File: src/rtl/bcd_pkg.sv
`default_nettype none
// ==========================================================================
// bcd_pkg : shared constants and state encoding for BCD-to-binary logic
// Rev 1.0
// ==========================================================================
package bcd_pkg;

  localparam int         DIGIT_W       = 4;
  localparam logic [3:0] BCD_DIGIT_MAX = 4'd9;
  localparam logic [3:0] CORR_THRESH   = 4'd8;
  localparam logic [3:0] CORR_SUB      = 4'd3;

  typedef enum logic [0:0] {
    IDLE  = 1'b0,
    SHIFT = 1'b1
  } state_e;

  // True when a bin_w-bit result can hold every value of a digits-wide BCD number.
  function automatic bit width_ok(input int digits, input int bin_w);
    longint p10;
    p10 = 1;
    for (int i = 0; i < digits; i++) begin
      p10 = p10 * 10;
    end
    if (bin_w >= 62) begin
      return 1'b1;
    end
    return ((longint'(1) << bin_w) >= p10);
  endfunction

endpackage
`default_nettype wire

File: src/rtl/bcd_digit_correct.sv
`default_nettype none
// ==========================================================================
// bcd_digit_correct : one reverse double-dabble cell (subtract 3 when >= 8)
// Rev 1.0
// ==========================================================================
module bcd_digit_correct
  import bcd_pkg::*;
(
  input  logic [DIGIT_W-1:0] din,
  output logic [DIGIT_W-1:0] dout
);

  assign dout = (din >= CORR_THRESH) ? (din - CORR_SUB) : din;

endmodule
`default_nettype wire

File: src/rtl/bcd2binary_seq.sv
`default_nettype none
// ==========================================================================
// bcd2binary_seq : sequential BCD-to-binary converter, one bit per clock
// Rev 1.0
// ==========================================================================
module bcd2binary_seq
  import bcd_pkg::*;
#(
  parameter int DIGITS = 3,
  parameter int BIN_W  = 10
) (
  input  logic                        clk,
  input  logic                        reset,
  input  logic                        start,
  input  logic [DIGIT_W*DIGITS-1:0]   bcd,
  output logic                        busy,
  output logic                        done,
  output logic [BIN_W-1:0]            binary,
  output logic                        err
);

  localparam int              BCD_W     = DIGIT_W * DIGITS;
  localparam int              CNT_W     = (BIN_W > 1) ? $clog2(BIN_W) : 1;
  localparam logic [CNT_W-1:0] LAST_STEP = CNT_W'(BIN_W - 1);

  if (!width_ok(DIGITS, BIN_W)) begin : g_width_check
    $error("bcd2binary_seq: BIN_W too narrow for DIGITS");
  end

  state_e               state_q, state_d;
  logic [BCD_W-1:0]     digits_q, digits_d;
  logic [BIN_W-1:0]     acc_q, acc_d;
  logic [CNT_W-1:0]     count_q, count_d;
  logic                 err_next_q, err_next_d;
  logic [BIN_W-1:0]     binary_q, binary_d;
  logic                 err_q, err_d;
  logic                 done_q, done_d;

  logic [BCD_W-1:0]     shifted_digits;
  logic [BCD_W-1:0]     corrected_digits;
  logic [BIN_W-1:0]     shifted_acc;
  logic                 bcd_invalid;
  logic                 last_step;

  // {digits, acc} >> 1 : the digit LSB falls into the accumulator MSB
  assign shifted_digits = digits_q >> 1;
  assign shifted_acc    = {digits_q[0], acc_q[BIN_W-1:1]};
  assign last_step      = (count_q == LAST_STEP);

  for (genvar i = 0; i < DIGITS; i++) begin : g_digit
    bcd_digit_correct u_corr (
      .din  (shifted_digits[i*DIGIT_W +: DIGIT_W]),
      .dout (corrected_digits[i*DIGIT_W +: DIGIT_W])
    );
  end

  always_comb begin
    bcd_invalid = 1'b0;
    for (int i = 0; i < DIGITS; i++) begin
      if (bcd[i*DIGIT_W +: DIGIT_W] > BCD_DIGIT_MAX) begin
        bcd_invalid = 1'b1;
      end
    end
  end

  // State register
  always_ff @(posedge clk) begin
    if (reset) begin
      state_q <= IDLE;
    end else begin
      state_q <= state_d;
    end
  end

  // Next-state logic
  always_comb begin
    state_d = state_q;
    case (state_q)
      IDLE:    if (start)     state_d = SHIFT;
      SHIFT:   if (last_step) state_d = IDLE;
      default: state_d = IDLE;
    endcase
  end

  // Output logic
  always_comb begin
    busy = (state_q == SHIFT);
  end

  always_comb begin
    digits_d   = digits_q;
    acc_d      = acc_q;
    count_d    = count_q;
    err_next_d = err_next_q;
    binary_d   = binary_q;
    err_d      = err_q;
    done_d     = 1'b0;
    case (state_q)
      IDLE: begin
        if (start) begin
          digits_d   = bcd;
          acc_d      = '0;
          count_d    = '0;
          err_next_d = bcd_invalid;
        end
      end
      SHIFT: begin
        digits_d = corrected_digits;
        acc_d    = shifted_acc;
        count_d  = count_q + 1'b1;
        if (last_step) begin
          // Invalid input still runs all steps so latency stays constant.
          binary_d = err_next_q ? '0 : shifted_acc;
          err_d    = err_next_q;
          done_d   = 1'b1;
          count_d  = '0;
        end
      end
      default: ;
    endcase
  end

  always_ff @(posedge clk) begin
    if (reset) begin
      digits_q   <= '0;
      acc_q      <= '0;
      count_q    <= '0;
      err_next_q <= 1'b0;
      binary_q   <= '0;
      err_q      <= 1'b0;
      done_q     <= 1'b0;
    end else begin
      digits_q   <= digits_d;
      acc_q      <= acc_d;
      count_q    <= count_d;
      err_next_q <= err_next_d;
      binary_q   <= binary_d;
      err_q      <= err_d;
      done_q     <= done_d;
    end
  end

  assign done   = done_q;
  assign binary = binary_q;
  assign err    = err_q;

endmodule
`default_nettype wire
File: config.mk
export PLATFORM = sky130hd
export DESIGN_NAME = bcd2binary_seq
export DESIGN_NICKNAME = d
export VERILOG_FILES = /design/src/rtl/bcd_pkg.sv /design/src/rtl/bcd_digit_correct.sv /design/src/rtl/bcd2binary_seq.sv
export SDC_FILE = /design/constraint.sdc
export NUM_CORES = 1
export LEC_CHECK = 0
export ABC_AREA = 1
export CAP_MARGIN = 20
export CORE_MARGIN = 3
export CORE_UTILIZATION = 47
export CTS_BUF_LIST = sky130_fd_sc_hd__clkbuf_4 sky130_fd_sc_hd__clkbuf_8
export DETAILED_ROUTE_END_ITERATION = 8
export DONT_BUFFER_PORTS = 1
export PLACE_DENSITY = 0.7
export SKIP_LAST_GASP = 1
export SLEW_MARGIN = 20
export SYNTH_ARGS = -nofsm -noshare
export SYNTH_HDL_FRONTEND = slang
export SYNTH_HIERARCHICAL = 1
export SYNTH_SLANG_ARGS = --single-unit
File: constraint.sdc
create_clock -name clk -period 2 [get_ports clk]
set_clock_uncertainty 0.05 [all_clocks]
set_input_delay 0.6 -clock clk [delete_from_list [all_inputs] [get_ports clk]]
set_output_delay 0.6 -clock clk [all_outputs]
set_load 0.05 [all_outputs]
* Word-level counts from Yosys, hierarchy flattened
Index checks and enable logic that the tools add are counted.
** Cells by class
- Add/sub/neg operators :: 4
- Magnitude comparators :: 6
- Equality and inequality tests :: 2
- Muxes and demuxes :: 18
- Bitwise operators :: 1
- Reductions and logical operators :: 3
** Operator list (number)
- $pmux 12 s2 :: 1
- $mux 10 :: 2
- $mux 4 :: 5
- $pmux 10 s2 :: 1
- $gt 4x4->1 const B :: 3
- $mux 12 :: 1
- $ge 4x4->1 const B :: 2
- $pmux 4 s2 :: 1
- $sub 4x2->4 const B :: 2
- $mux 1 :: 6
- $add 4x1->4 const B :: 1
- $eq 4x4->1 const B :: 1
- $ge 3x4->1 const B :: 1
- $reduce_and 2->1 :: 2
- $sub 3x2->4 const B :: 1
- $ne 2x2->1 const B :: 1
- $pmux 1 s2 :: 1
- $reduce_or 2->1 :: 1
- $not 1->1 :: 1
** Storage, ports and cells
- Bits in registers :: 40
- Bits of input ports :: 15
- Output and inout port bits :: 13
- Word-level logic and storage cells :: 42

* Logic depth before layout (Yosys ltp)
- Depth after elaboration :: 4
- Depth in mapped cells :: 10

* Hierarchy
The synthesis kept the hierarchy.
** Modules (own cells, without submodules)
- bcd2binary_seq :: times used 1, cells each 225, area each 1627.8 um^2
- bcd_digit_correct :: times used 3, cells each 16, area each 88.8 um^2

* Worst setup path after synthesis
No wires, ideal clock.
- Path type :: reg2reg
- Start :: register state_q, in the netlist busy
- End :: register binary_q[8], in the netlist binary[8]
- Arrival time :: 1.349 ns
- Setup slack :: 0.531 ns
- Cell stages (with the launch flop) :: 7
- Path buffers :: 2
- Cells stage by stage :: dfxtp_1 > buf_6 > inv_2 > nor3_4 > buf_6 > nand3_1 > a21oi_1
** Between the ends
- Cells in the longest elaborated chain, start to end :: 1
** Ends and longest elaborated chain
- start: declaration :: line bcd2binary_seq.sv:30 : state_e state_q, state_d;
- start signal: assignment :: line bcd2binary_seq.sv:71 : state_q <= state_d;
- $reduce_and 2->1 (no source line)
- end signal: assignment :: line bcd2binary_seq.sv:137 : binary_q <= binary_d;
- end: declaration :: line bcd2binary_seq.sv:35 : logic [BIN_W-1:0] binary_q, binary_d;
Every way passes these cells.
A chain may end at the register's enable or synchronous reset.

* Final worst setup path
- Start :: register state_q, in the netlist busy
- End :: output busy
** RTL lines
- end: declaration :: line bcd2binary_seq.sv:16 : output logic busy,
No word-level cell between the ends.

==> key figures <==
Global routing
  • Total Routing Usage GR: 16.6%
  • Number of global-route vias before repair: 1515
  • Grt total ovfl: 0
  • Largest net degree at the start of global routing: 26
  • First-pass GRT wire length: 6560 µm
  • Initial antenna violation count: 0

Floorplan
  • Die area: 4830 µm²
  • Floorplan row count: 22
  • Die width: 69.5 µm
  • Starting Density: 50.2%
  • IO Count: 28
  • Core Region: 3770 µm²
  • Die H: 69.5 µm

Clock network
  • Clk slew on worst S/H paths: 0.07 ns
  • Root Buffer: clkbuf_8
  • Max clock buf depth: 2
  • # H-tree levels: 2
  • Hold Buf Count CTS: 0
  • CTS buffer count: 5
  • Post-CTS sizing: 0
  • Postcts setup bufs: 0
  • Worst-Skew Late Latency: 0.28 ns
  • CTS tree: built
  • TritonCTS Sinks: 39

Power and ir drop
  • Reg power frac: 55.3%
  • Net Sw Frac: 25.4%
  • Power per cell area: 747 nW/µm²
  • P_int: 1.12 mW
  • Comb power frac: 9.6%
  • Share of total power in the clock network: 35.1%
  • Max VDD drop: 0.423 mV
  • Leakage power: 0.909 nW
  • Sw power: 381 µW

Drt
  • Final WL: 3700 µm
  • Metal-1 WL: 1800 µm
  • Antenna-violating nets left: 0
  • Top Layer Used: met4
  • DRC Markers: 0
  • Met2 Wirelength: 1630 µm
  • Pre-antenna DRT Iters: 4
  • DR iter-0 viols: 116
  • Vias per Instance: 4.95
  • Met3 wire length: 211 µm
  • Avg WL per Cell: 11.4 µm
  • Vias: 1603

Timing
  • Final TNS setup: 0 ns
  • Fmax: 613 MHz
  • Worst slew pin tran: 0.559 ns
  • RSZ-0062 raised after global routing: no
  • Final slew viol count: 0
  • Relative slew slack: 62.7%
  • Fin. Hold Viols: 0
  • Final setup fails: 0
  • Period minus WS final: 1.63 ns
  • Fin crit share: 81.5%

Logic synthesis
  • Mux share of post-synthesis cell area: 0%
  • Top cells by area, synth: dfxtp_1, nand2_1, inv_1
  • Synth Warn #: 6
  • Synth area leader: dfxtp_1
  • XOR/XNOR Fraction of Synth Area: 1.85%
  • Mapped Cells: 273
  • Post-Synth Simple-Gate Area: 30.4%
  • Library cells used by synthesis: 25
  • Syn_area_per_cell: 6.94 µm²
  • Post-Synth Adder-Cell Area: 5.28%
  • Synth Register Bits: 39
  • Largest family of logic cells by synthesized area: simple AND/OR/NAND/NOR gates
  • Synth top area share: 41.2%
  • Compound-gate portion of the synthesized area: 10.3%
  • Synthesized area: 1890 µm²
  • Sequential share of the synthesized area: 41.2%

Hold path
  • Hold Startpoint: reset
  • Hold Path Depth: 1
  • Min-delay worst type: in -> reg
  • WHS Endpoint: binary[4]

Cells and area
  • Final nets: 299
  • Share of cells above drive strength 1: 5.43%
  • Layout overhead on the synthesized area: 6.14%
  • Ant diodes: 0
  • Layout Utilization: 53.3%
  • Final instance area: 2010 µm²

Setup path
  • Critical path's largest stage delay: 0.45 ns
  • Startpoint Class: flop
  • WP data required: 1.35 ns
  • Bufs and invs on worst path: 1
  • Critical Path End Type: output pin
  • CP top delay family: flip-flops
  • RR Startpoint: count_q[0]
  • Cells along the critical path: buf_4
  • Crit path kind: reg -> out
  • Critical path arrival: 0.98 ns
  • Slowest CP cell: dfxtp_1
  • Critical R2R Capture: binary[8]
  • R2r setup slk: 0.50 ns
  • R2R cell count: 5
  • Crit path max fanout: 4

Status
  • Status: completed

Placement
  • DP HPWL: 2550 µm
  • Global placer's final weighted congestion: 0.783
  • Placed Instance Area: 1920 µm²
  • Port Buffer Count: 0

Flow run
  • Max-Cap Viols: 0
-- state kept, by name, summed over array words and instances (netlist names) --
| signal | flops |
|---|---|
| digits_q | 12 |
| binary | 10 |
| acc_q | 9 |
| count_q | 4 |
| busy | 1 |
| done | 1 |
| err | 1 |
| err_next_q | 1 |
-- worst reg2reg max path: stages (launching register included) --
cell and delay [ns]:
dfxtp_1 0.42, ha_1 0.17, nand2_1 0.11, nor3_4 0.38, nand3_1 0.16, a21oi_1 0.15
-- cell families (layout without fill, tap and decap cells) --
family	count (synthesis)	count (layout)
buffers and inverters	48	46
AO/OA/AOI/OAI	36	36
flip-flops	39	39
adder cells (fa/ha/maj)	8	8
XOR/XNOR	4	4
AND/OR/NAND/NOR	137	137
other	1	6
-- synthesized netlist by cell type --
library cell	n
nand2_1	100
ha_1	8
a21oi_1	23
buf_4	1
nand4_1	1
inv_1	34
xor2_1	4
inv_2	2
nand2_2	1
o21ai_0	6
nand3_1	25
clkinv_1	1
nor2_4	1
nor2_2	1
dfxtp_1	39
a21boi_1	3
nor3_1	2
conb_1	1
clkbuf_1	4
nor3_4	1
o211ai_1	3
o21ai_1	1
nor2_1	5
buf_2	4
buf_6	2
-- layout by cell type, fill, tap and decap left out, types with 2 or more instances in the layout --
cell / count
a21boi_1: 3
a21oi_1: 23
buf_4: 2
clkbuf_8: 6
conb_1: 6
dfxtp_1: 39
ha_1: 8
inv_1: 34
inv_2: 2
nand2_1: 100
nand3_1: 25
nor2_1: 5
nor3_1: 2
o211ai_1: 3
o21ai_0: 6
xor2_1: 4
-- power by group through the flow --
stage	Clock (mW)	Combinational, mW	Sequential (mW)
after global routing	0.578	0.171	0.833
after floorplan	0	0.125	0.844
after global placement	0	0.142	0.847
after CTS	0.544	0.146	0.829
after detailed placement	0	0.145	0.847
final	0.527	0.145	0.830
-- cell type report --
cell class	count	area, µm²
fill	374	1760
multi-input combinational	191	928
sequential	39	781
inverter	37	139
clock buffer	6	82.6
tap	48	60.1
timing repair buffer	2	15.0
clock inverter	1	5.00
-- through the flow --
stage               std cells  hold WS, ns  setup WS (ns)  power (mW)
finish                    324        0.325          0.370        1.50
global route              324        0.312          0.314        1.58
CTS                       324        0.316          0.356        1.52
detailed placement        317        0.405          0.506       0.993
global placement          317        0.396          0.534       0.990
floorplan                 278        0.391          0.531       0.969
-- layer usage --
layer,GRT usage (%),vias to the layer above
met3,3.91,7
met1,21.5,720
met2,26.8,34
met5,0,-
li1,-,842
met4,5.86,0
-- worst max path at each step --
stage | cells after the start | end | from
finish | 1 | busy | busy
global route | 5 | binary[5] | count_q[0]
CTS | 1 | busy | busy
detailed placement | 5 | digits_q[10] | start
global placement | 5 | binary[8] | count_q[0]
floorplan | 6 | binary[8] | busy
No activity file was read; power rests on OpenSTA's default activity.
